## config.mk

```make
export PLATFORM = sky130hd
export DESIGN_NAME = reset_tick_sequencer
export DESIGN_NICKNAME = d
export VERILOG_FILES = /design/src/rtl/reset_tick_sequencer.sv
export SDC_FILE = /design/constraint.sdc
export NUM_CORES = 1
export LEC_CHECK = 0
export ABC_AREA = 1
export BUFFER_PORTS_ARGS = -buffer_cell sky130_fd_sc_hd__buf_2
export CORE_MARGIN = 3
export CORE_UTILIZATION = 55
export DETAILED_ROUTE_END_ITERATION = 10
export PLACE_DENSITY = 0.81
export RECOVER_POWER = 25
export SYNTH_ARGS = -nofsm -noshare
export SYNTH_HDL_FRONTEND = slang
export SYNTH_SLANG_ARGS = --single-unit
```

## constraint.sdc

```tcl
create_clock -name clk -period 2.65 [get_ports clk]
set_input_delay 0.6625 -clock clk [delete_from_list [all_inputs] [get_ports clk]]
set_output_delay 0.6625 -clock clk [all_outputs]
set_load 0.05 [all_outputs]
```

## src/rtl/reset_tick_sequencer.sv

```systemverilog
// ---------------------------------------------------------------------------
// reset_tick_sequencer
//
// Board-level reset and timebase block for the ice40 top level. The board
// clock is divided into a one-cycle tick pulse and a square wave (the 100 Hz
// timebase by default). That tick then sequences the design reset:
//   * a power-on hold: PRE -> HOLD for HOLD_TICKS ticks -> RUN
//   * a manual reset taken when all buttons of a combo are held for
//     DEBOUNCE_TICKS consecutive ticks. The reset stays asserted until the
//     combo is released, and then the power-on sequence is replayed.
//
// Ports
//   clk         design clock (hwclk)
//   nrst        asynchronous active-low reset, clears every flop
//   btn         raw asynchronous push buttons; the combo is the AND of all bits
//   tick        one-cycle pulse every TICK_DIV clocks
//   sq_wave     toggles on every tick (period 2*TICK_DIV)
//   rst_out     registered active-high reset driven into the rest of the design
//   state       sequencer state: 0=PRE 1=HOLD 2=RUN 3=MANUAL
//   manual_cnt  number of manual resets taken, saturating at 255
// ---------------------------------------------------------------------------
module reset_tick_sequencer #(
    parameter int TICK_DIV       = 100000,
    parameter int HOLD_TICKS     = 4,
    parameter int NUM_BTN        = 3,
    parameter int DEBOUNCE_TICKS = 2,
    parameter int SYNC_STAGES    = 2
) (
    input  logic               clk,
    input  logic               nrst,
    input  logic [NUM_BTN-1:0] btn,
    output logic               tick,
    output logic               sq_wave,
    output logic               rst_out,
    output logic [1:0]         state,
    output logic [7:0]         manual_cnt
);

    // HOLD_TICKS == 1 would give a zero-width counter, so keep at least one bit.
    localparam int CTR_W  = $clog2(TICK_DIV);
    localparam int HOLD_W = (HOLD_TICKS > 1) ? $clog2(HOLD_TICKS) : 1;
    localparam int DEB_W  = $clog2(DEBOUNCE_TICKS + 1);

    localparam logic [CTR_W-1:0]  CTR_LAST     = CTR_W'(TICK_DIV - 1);
    localparam logic [CTR_W-1:0]  CTR_PRE_LAST = CTR_W'(TICK_DIV - 2);
    localparam logic [HOLD_W-1:0] HOLD_LAST    = HOLD_W'(HOLD_TICKS - 1);
    localparam logic [DEB_W-1:0]  DEB_MAX      = DEB_W'(DEBOUNCE_TICKS);
    localparam logic [DEB_W-1:0]  DEB_LAST     = DEB_W'(DEBOUNCE_TICKS - 1);

    typedef enum logic [1:0] {
        ST_PRE    = 2'd0,
        ST_HOLD   = 2'd1,
        ST_RUN    = 2'd2,
        ST_MANUAL = 2'd3
    } state_t;

    logic [CTR_W-1:0]   ctr;
    logic [NUM_BTN-1:0] sync_q [SYNC_STAGES];
    logic               combo_s;
    logic [DEB_W-1:0]   deb_cnt;
    logic               man_evt;
    state_t             cur_state;
    logic [HOLD_W-1:0]  hold_cnt;

    // Tick divider. The tick is registered: it is loaded one count early so
    // that it is high exactly while ctr sits at its last value. This keeps the
    // tick glitch-free for everything that consumes it.
    always_ff @(posedge clk or negedge nrst) begin
        if (!nrst) begin
            ctr     <= '0;
            tick    <= 1'b0;
            sq_wave <= 1'b0;
        end else begin
            if (ctr == CTR_LAST) begin
                ctr <= '0;
            end else begin
                ctr <= ctr + 1'b1;
            end
            tick <= (ctr == CTR_PRE_LAST);
            if (tick) begin
                sq_wave <= ~sq_wave;
            end
        end
    end

    // Each button bit passes through its own synchroniser chain before the
    // combo is formed. This means no button path reaches an output
    // combinationally.
    always_ff @(posedge clk or negedge nrst) begin
        if (!nrst) begin
            for (int i = 0; i < SYNC_STAGES; i++) begin
                sync_q[i] <= '0;
            end
        end else begin
            sync_q[0] <= btn;
            for (int i = 1; i < SYNC_STAGES; i++) begin
                sync_q[i] <= sync_q[i-1];
            end
        end
    end

    assign combo_s = &sync_q[SYNC_STAGES-1];

    // Debounce counter. It counts ticks while the combo is held and clears as
    // soon as the combo drops. It saturates, so a held combo in MANUAL cannot
    // raise a second event.
    always_ff @(posedge clk or negedge nrst) begin
        if (!nrst) begin
            deb_cnt <= '0;
        end else if (!combo_s) begin
            deb_cnt <= '0;
        end else if (tick && (deb_cnt != DEB_MAX)) begin
            deb_cnt <= deb_cnt + 1'b1;
        end
    end

    assign man_evt = tick & combo_s & (deb_cnt == DEB_LAST);

    // Reset sequencer. rst_out is updated on the same edge as the state, so
    // it is a clean flop output. A manual event is checked before any
    // tick-driven move, so it wins when both happen in the same cycle.
    always_ff @(posedge clk or negedge nrst) begin
        if (!nrst) begin
            cur_state  <= ST_PRE;
            hold_cnt   <= '0;
            rst_out    <= 1'b0;
            manual_cnt <= '0;
        end else begin
            case (cur_state)
                ST_PRE: begin
                    if (man_evt) begin
                        cur_state <= ST_MANUAL;
                        rst_out   <= 1'b1;
                        if (manual_cnt != 8'hFF) begin
                            manual_cnt <= manual_cnt + 1'b1;
                        end
                    end else if (tick) begin
                        cur_state <= ST_HOLD;
                        hold_cnt  <= '0;
                        rst_out   <= 1'b1;
                    end
                end
                ST_HOLD: begin
                    if (man_evt) begin
                        cur_state <= ST_MANUAL;
                        rst_out   <= 1'b1;
                        if (manual_cnt != 8'hFF) begin
                            manual_cnt <= manual_cnt + 1'b1;
                        end
                    end else if (tick) begin
                        if (hold_cnt == HOLD_LAST) begin
                            cur_state <= ST_RUN;
                            rst_out   <= 1'b0;
                        end else begin
                            hold_cnt <= hold_cnt + 1'b1;
                        end
                    end
                end
                ST_RUN: begin
                    if (man_evt) begin
                        cur_state <= ST_MANUAL;
                        rst_out   <= 1'b1;
                        if (manual_cnt != 8'hFF) begin
                            manual_cnt <= manual_cnt + 1'b1;
                        end
                    end
                end
                ST_MANUAL: begin
                    // Leaving MANUAL does not wait for a tick; PRE then
                    // provides the fresh rising reset edge.
                    if (!combo_s) begin
                        cur_state <= ST_PRE;
                        rst_out   <= 1'b0;
                    end
                end
                default: begin
                    cur_state <= ST_PRE;
                    rst_out   <= 1'b0;
                end
            endcase
        end
    end

    assign state = cur_state;

endmodule
```

==> results of run 1 <==
[cells by family (layout without fill, tap and decap cells)]
| kind of cell | Yosys count | in the layout |
|---|---|---|
| compound gates | 27 | 27 |
| xor+xnor | 13 | 13 |
| buf+inv | 45 | 68 |
| flops | 40 | 40 |
| fa+ha+maj | 11 | 11 |
| simple gates | 150 | 150 |
[cell usage in the layout, fill, tap and decap left out, types with 2 or more instances in the layout]
| cell type | n |
|---|---|
| nand4_1 | 5 |
| nand3_1 | 12 |
| nand2_2 | 3 |
| or2_2 | 2 |
| nand3_2 | 2 |
| o21ai_0 | 17 |
| o21ai_1 | 2 |
| nor3_1 | 2 |
| nand2_1 | 80 |
| inv_1 | 44 |
| clkbuf_8 | 5 |
| buf_2 | 17 |
| dfrtp_1 | 40 |
| a21oi_1 | 4 |
| nor2_2 | 3 |
| ha_1 | 11 |
| nor2_4 | 3 |
| xor2_1 | 12 |
| nor2_1 | 35 |
[cell type report]
type / instances / share of cell area
timing repair buffer: 17 / 0.0348
clock buffer: 6 / 0.0297
tap: 48 / 0.0245
sequential: 40 / 0.409
multi-input combinational: 201 / 0.433
clock inverter: 1 / 0.00204
inverter: 44 / 0.0675
[through the flow]
step	setup WS (ns)	total power [mW]
3_3_place_gp	1.21	0.646
5_1_grt	0.857	1.05
6_report	0.905	1.01
3_5_place_dp	1.18	0.646
2_1_floorplan	0.944	0.630
4_1_cts	0.892	1.03
[state kept, by name (all words and copies together), names as in the netlist]
register,count
ctr,17
manual_cnt,8
sync_q,6
deb_cnt,2
hold_cnt,2
state,2
rst_out,1
sq_wave,1
tick,1
[layer usage]
metal | share of wire | track usage
met4 | 0.015 | 0.0638
met3 | 0.037 | 0.0435
met5 | 0 | 0
met2 | 0.48 | 0.319
met1 | 0.47 | 0.226
[power by group through the flow]
stage,combinational (mW),sequential [mW],clock (mW)
2_1_floorplan,0.00250,0.628,0
3_3_place_gp,0.0176,0.628,0
3_5_place_dp,0.0180,0.628,0
4_1_cts,0.0182,0.616,0.391
5_1_grt,0.0198,0.617,0.417
6_report,0.0167,0.616,0.381
[worst max path at each step]
stage                     depth (start not counted)            end  slack (ns)
after global placement                            8  manual_cnt[2]        1.21
after detailed placement                          8  manual_cnt[5]        1.18
after CTS                                         1           tick        0.89
after floorplan                                   8       state[0]        0.94
after global routing                              1           tick        0.86
final                                             1           tick        0.90
==> metrics, run 1 <==
Synth Area in XOR/XNOR=0.0509; drt drc=0; Final ANT Viol Nets=0; Hold Path Origin=sync_q[5]; Post-Synth Adder-Cell Area=0.0615; Distinct cells, synth=26; setup bufs post-CTS=0; total grt overflow=0; vias in the first global route=~1700; Worst EP required=between 1.5 and 2 ns; Cell Count Post-Placement=350; CTS Buffer Depth=2; peak supply drop=about 0.24 mV; crit path launch=tick; Post-Route WL=between 4 and 5 mm; kind of critical path=reg2out; DRT iter0 DRCs=approximately 140; first-pass GRT wire length=~7.4 mm; Fin. Hold Viols=0; CTS Root Cell=clkbuf_8; Least-Margin Pin Slew=0.864 ns; htree depth=2; largest net degree at the start of global routing=41; Ys Warns=0; Die Span X=between 60 and 70 µm; Clock Skew=between 0.01 and 0.015 ns; hold path cells=0; hold path endpoint=sync_q[2]; row count=22; Yosys top cell by area=dfrtp_1; Synth Area in Compound Gates=0.0654; largest family of logic cells by synthesized area=simple AND/OR/NAND/NOR gates; worst hold slack=about 0.34 ns; outcome=finished clean; async set-reset flop share out of synthesis=1.00; worst path buffer plus inverter count=1; unrepaired setup endpoints after global routing=no; r2r worst-path depth=8; delay-heaviest family, CP=flip-flops; antenna cells=0; Final min period=1.75 ns; Commonest cells post-synth=79 x nand2_1, 44 x inv_1, 40 x dfrtp_1, 35 x nor2_1, 17 x o21ai_0; P_sw=about 0.22 mW; Pre-antenna DRT Iters=4; Reg power frac=0.608; CTS tree=yes; register bit total from synthesis=40; port bufs=17; Simple-Gate Fraction of Synth Area=0.296; Skew-Pair Late Insertion Delay=slightly below 0.3 ns; sequential area share after synthesis=0.447; area occupied by multi-input gates=1060 µm²; syn_area_per_cell=around 7.8 µm²; Synth area leaders=dfrtp_1 45%, nand2_1 13%, inv_1 7.4%; final core occ=0.644; DR vias=between 1500 and 2000; Post-Layout Cell Count=between 300 and 400; Num CTS Buffers=5; Clock power frac=0.376; Leak=between 1 and 1.5 nW; Worst R2R Setup Slack=roughly 1.1 ns; Gate Count Post-Synth=286; Vias/cell=slightly above 5; placed cell area=about 2400 µm²; Mapped Nets=just over 300; cell internal pwr=~0.8 mW; Post-Syn Area=~2200 µm²; Die ar.=just under 5000 µm²; hold_buf cts=0; initial antenna violation count=0; Total Routing Usage GR=0.185; RD Place Congestion=between 0.9 and 1; max-slew violations=0; area grow syn2layout=9.33%; # IOs=18; post-synthesis mux area share=0; Synth top area share=0.447; setup tns final=0 ns; CP peak stage delay=~0.48 ns; PD cells=414 nW/µm²; Worst-path clk slew=~0.070 ns; Final Instance Area=2450 µm²; top_reg_cell synth=dfrtp_1; CP max-delay cell=dfrtp_1; Critical Path Source Type=register; Net Sw Frac=0.214; Fillers=roughly 330; DR WL/cell=11.6 µm; Final HPWL DP=around 3.0 mm; share of layout cells above drive strength 1=0.123; # nets final=roughly 330; part of the power in combinational logic=0.016; setup violators final=0; FF/Latch Area=between 1000 and 1500 µm²; Highest Clock Rate=573 MHz; Rel. slew slack=0.424; Die H=69.8 µm; EDFF count, synth=0; FF-to-FF Start=ctr[0]; Core Area=3800 µm²; most common cell in the netlist=nand2_1; CP Capture Type=output pin; Max-Cap Viols=0; Final period util=0.659; Initial Util=0.589; Sink Count=40; crit path max fanout=7; FF-to-FF End=ctr[9]; crit path cell chain=buf_2; Hold WC Path Type=reg2reg; Crit path arrival time=around 1.1 ns; post-CTS resize count=0
Power figures use the tool's default switching activity.
==> inputs of run 2 (changes only) <==
--- a/config.mk
+++ b/config.mk
@@ -5,10 +5,10 @@
 export SDC_FILE = /design/constraint.sdc
 export NUM_CORES = 1
 export LEC_CHECK = 0
-export ABC_AREA = 1
+export ABC_AREA = 0
 export BUFFER_PORTS_ARGS = -buffer_cell sky130_fd_sc_hd__buf_2
 export CORE_MARGIN = 3
-export CORE_UTILIZATION = 55
+export CORE_UTILIZATION = 52
 export DETAILED_ROUTE_END_ITERATION = 10
 export PLACE_DENSITY = 0.81
 export RECOVER_POWER = 25
==> constraint.sdc (replaced) <==
create_clock -name clk -period 1.6 [get_ports clk]
set_input_delay 0.4 -clock clk [delete_from_list [all_inputs] [get_ports clk]]
set_output_delay 0.4 -clock clk [all_outputs]
set_load 0.05 [all_outputs]
==> run 2 against run 1 <==
Effect of this change: the flow now finishes with violations (negative setup slack); routed wire length is 7.5% higher; via count shrank 16%; register-to-register slack worse by 1.2 ns; synthesized area shrank 14%; cell area increased by 6.9%; critical path type is now reg2reg; critical endpoint is now state[1]; sequential cell count stayed put; first-iteration DRC count decreased by 65%; sequential power up 66%; clock power increased by 130%.
==> metrics, run 2 <==
Num CTS Buffers=5 (unchanged); dpl ws=-0.0417 ns (-1.22 ns); share of layout cells above drive strength 1=0.413 (+0.290); Post-Syn Area=1930 µm² (-14%); # IOs=18 (unchanged); Synth Area in XOR/XNOR=0.0997 (+0.0489); Cell Count Post-Placement=252 (-28%); Final ANT Viol Nets=0 (unchanged); Commonest cells post-synth=40 x dfrtp_1, 14 x nor2_1, 13 x xor2_1, 11 x ha_1, 11 x nand4_1; hold_buf cts=0 (unchanged); most common cell in the netlist=dfrtp_1; worst path buffer plus inverter count=1 (unchanged); FF/Latch Area=1010 µm² (+0.88%); post-synthesis mux area share=0.0175 (+0.0175); Reg power frac=0.528 (-0.080); routed wl met2=2.37 mm (+20%); Die H=67.0 µm (-4.1%); placed cell area=2240 µm² (-5.6%); Simple-Gate Fraction of Synth Area=0.212 (-0.0845); Worst EP required=1.77 ns (-0.22 ns); antenna cells=0 (unchanged); final core occ=0.754 (+0.110); Clock power frac=0.458 (+0.082); Leak=1.21 nW (-8.5%); port bufs=17 (unchanged); unrepaired setup endpoints after global routing=yes; vias in the first global route=1468 (-15%); sequential area share after synthesis=0.518 (+0.0710); Biggest register=ctr; CP max-delay cell=dfrtp_2; largest family of logic cells by synthesized area=simple AND/OR/NAND/NOR gates; final worst slack=-0.0604 ns (-0.965 ns); total grt overflow=0 (unchanged); Fillers=215 (-34%); Post-Synth Adder-Cell Area=0.0712 (+0.00976); Die Span X=67.0 µm (-4.1%); top_reg_cell synth=dfrtp_1; Pre-antenna DRT Iters=4 (unchanged); kind of critical path=reg2reg; Final Instance Area=2620 µm² (+6.9%); Post-Layout Cell Count=271 (-24%); drt drc=0 (unchanged); DRT iter0 DRCs=50 (-65%); Skew-Pair Late Insertion Delay=0.29 ns (about the same); most common cell after layout, fill and taps aside=dfrtp_1; delay-heaviest family, CP=flip-flops; Final period util=1.04; Ys Warns=0 (unchanged); largest registers=ctr x17, manual_cnt x8, sync_q x6; DR vias=1525 (-16%); Mapped Nets=191 (-37%); Crit path arrival time=1.83 ns (+0.75 ns); Synth Area in Compound Gates=0.0563 (-0.00905); Vias/cell=5.63 (+10%); CP peak stage delay=0.46 ns (-0.02 ns); Total Routing Usage GR=0.197 (+0.0115); CP Capture Type=register; Net Sw Frac=0.187 (-0.0272); Synth top area share=0.518 (+0.0710); crit path max fanout=5 (-2); htree depth=2 (unchanged); Distinct cells, synth=37 (+42%); peak supply drop=0.698 mV (+190%); part of the power in combinational logic=0.014 (-0.002); crit path cell chain=inv_2 -> ha_4 -> nor3_4 -> o2bb2ai_2 -> nor2_4 -> mux2_4; Post-Route WL=4.46 mm (+7.5%); outcome=complete, but fails checks; async set-reset flop share out of synthesis=1.00 (unchanged); failing checks=negative setup slack; row count=21 (-4.5%); RD Place Congestion=0.889 (-1.9%); Top Metal Used=met4; Final min period=roughly 1.7 ns; area grow syn2layout=35.4%; Synth area leaders=dfrtp_1 52%, ha_1 7.1%, xor2_1 5.9%; # nets final=240 (-26%); syn_area_per_cell=11.0 µm² (+41%); Largest register FFs=17 (unchanged); Initial Util=0.557 (-0.0323); DR WL/cell=16.4 µm (+42%); initial antenna violation count=0 (unchanged); Rel. slew slack=0.361 (-0.0633); register bit total from synthesis=40 (unchanged); Sink Count=40 (unchanged); CTS tree=yes; P_sw=0.362 mW (+67%); largest net degree at the start of global routing=41 (unchanged); first-pass GRT wire length=6.67 mm (-9.6%); area occupied by multi-input gates=1100 µm² (+3.5%); Yosys top cell by area=dfrtp_1; EDFF count, synth=0 (unchanged); Highest Clock Rate=about 600 MHz; Power, Total=1.93 mW (+91%); Final HPWL DP=2.82 mm (-6.1%); max-slew violations=0 (unchanged); CTS Buffer Depth=2 (unchanged); Core Area=3470 µm² (-8.7%); Hold WC Path Type=in2reg; Clock Skew=0.00600 ns (-0.00477 ns); Gate Count Post-Synth=175 (-39%); Critical Path Source Type=register; Max-Cap Viols=0 (unchanged); Worst-path clk slew=0.07 ns (about the same); Fin. Hold Viols=0 (unchanged); Die ar.=4480 µm² (-8.0%); PD cells=740 nW/µm² (+79%); CTS Root Cell=clkbuf_8; cell internal pwr=1.57 mW (+97%); most frequent cells in the layout=33 x dfrtp_1, 25 x buf_4, 17 x buf_2; M1 WL=1.88 mm (-3.3%); Least-Margin Pin Slew=0.959 ns (+0.0950 ns); setup violators final=2 (+2); DR WL met3=182 µm (+20%)
## run 2: path summary, 6_finish.rpt
kind / endpoint / from / depth (start not counted) / slack, ns
max: state[1] / state[0] / 6 / -0.06
min in group asynchronous: ctr[8] / nrst / 2 / 0.33
max in group asynchronous: state[0] / nrst / 2 / 0.61
max reg2reg: state[1] / state[0] / 6 / -0.06
min: sync_q[4] / btn[1] / 1 / 0.22
min reg2reg: sync_q[0] / sync_q[3] / 0 / 0.35
## run 2: final cells by class
type	instances	area share
multi-input cells	124	0.419
flip-flops and latches	40	0.386
repair buffers	44	0.111
clock buffers	7	0.0368
well taps	46	0.0220
inverters	9	0.0139
clock inverters	1	0.0115
## run 2: logic make-up after synthesis
logic type                 after synthesis
AOI/OAI and AO/OA                       16
xor gates and xnor gates                22
adders and majority gates               11
buffers and inverters                   11
DFF                                     40
muxes                                    3
and+or+nand+nor                         72
## run 2: layer usage
| layer | up-vias | GRT usage |
|---|---|---|
| met5 | - | 0 |
| met2 | 46 | 0.317 |
| met3 | 7 | 0.0422 |
| li1 | 722 | - |
| met4 | 0 | 0.0633 |
| met1 | 750 | 0.264 |
## run 2: stage by stage
| stage | hold WS, ns | TNS (ns) |
|---|---|---|
| 2_1_floorplan | 0.104 | -0.622 |
| 3_3_place_gp | 0.332 | 0 |
| 3_5_place_dp | 0.335 | -0.136 |
| 4_1_cts | 0.171 | -0.0584 |
| 5_1_grt | 0.209 | -0.554 |
| 6_report | 0.217 | -0.114 |
## run 2: what timing repair did
item                                    CTS  global route
gates resized for setup                   8            22
endpoints found under the setup margin    6            12
setup buffers                             2             9
pin swaps                                 3             9
## run 2: power groups by stage
stage	sequential (mW)	clock (mW)	combinational (mW)
6_report	1.02	0.886	0.0267
5_1_grt	1.02	0.934	0.0314
4_1_cts	1.02	0.897	0.0292
3_5_place_dp	1.04	0	0.0289
3_3_place_gp	1.04	0	0.0279
2_1_floorplan	1.04	0	0.00202
## run 2: worst register-to-register path: cells and delay by family (launching register included)
family | cells | cell delay, ns
buf+inv | 1 | 0.10
simple gates | 2 | 0.37
flops | 1 | 0.46
fa+ha+maj | 1 | 0.18
compound gates | 1 | 0.12
mux | 1 | 0.32
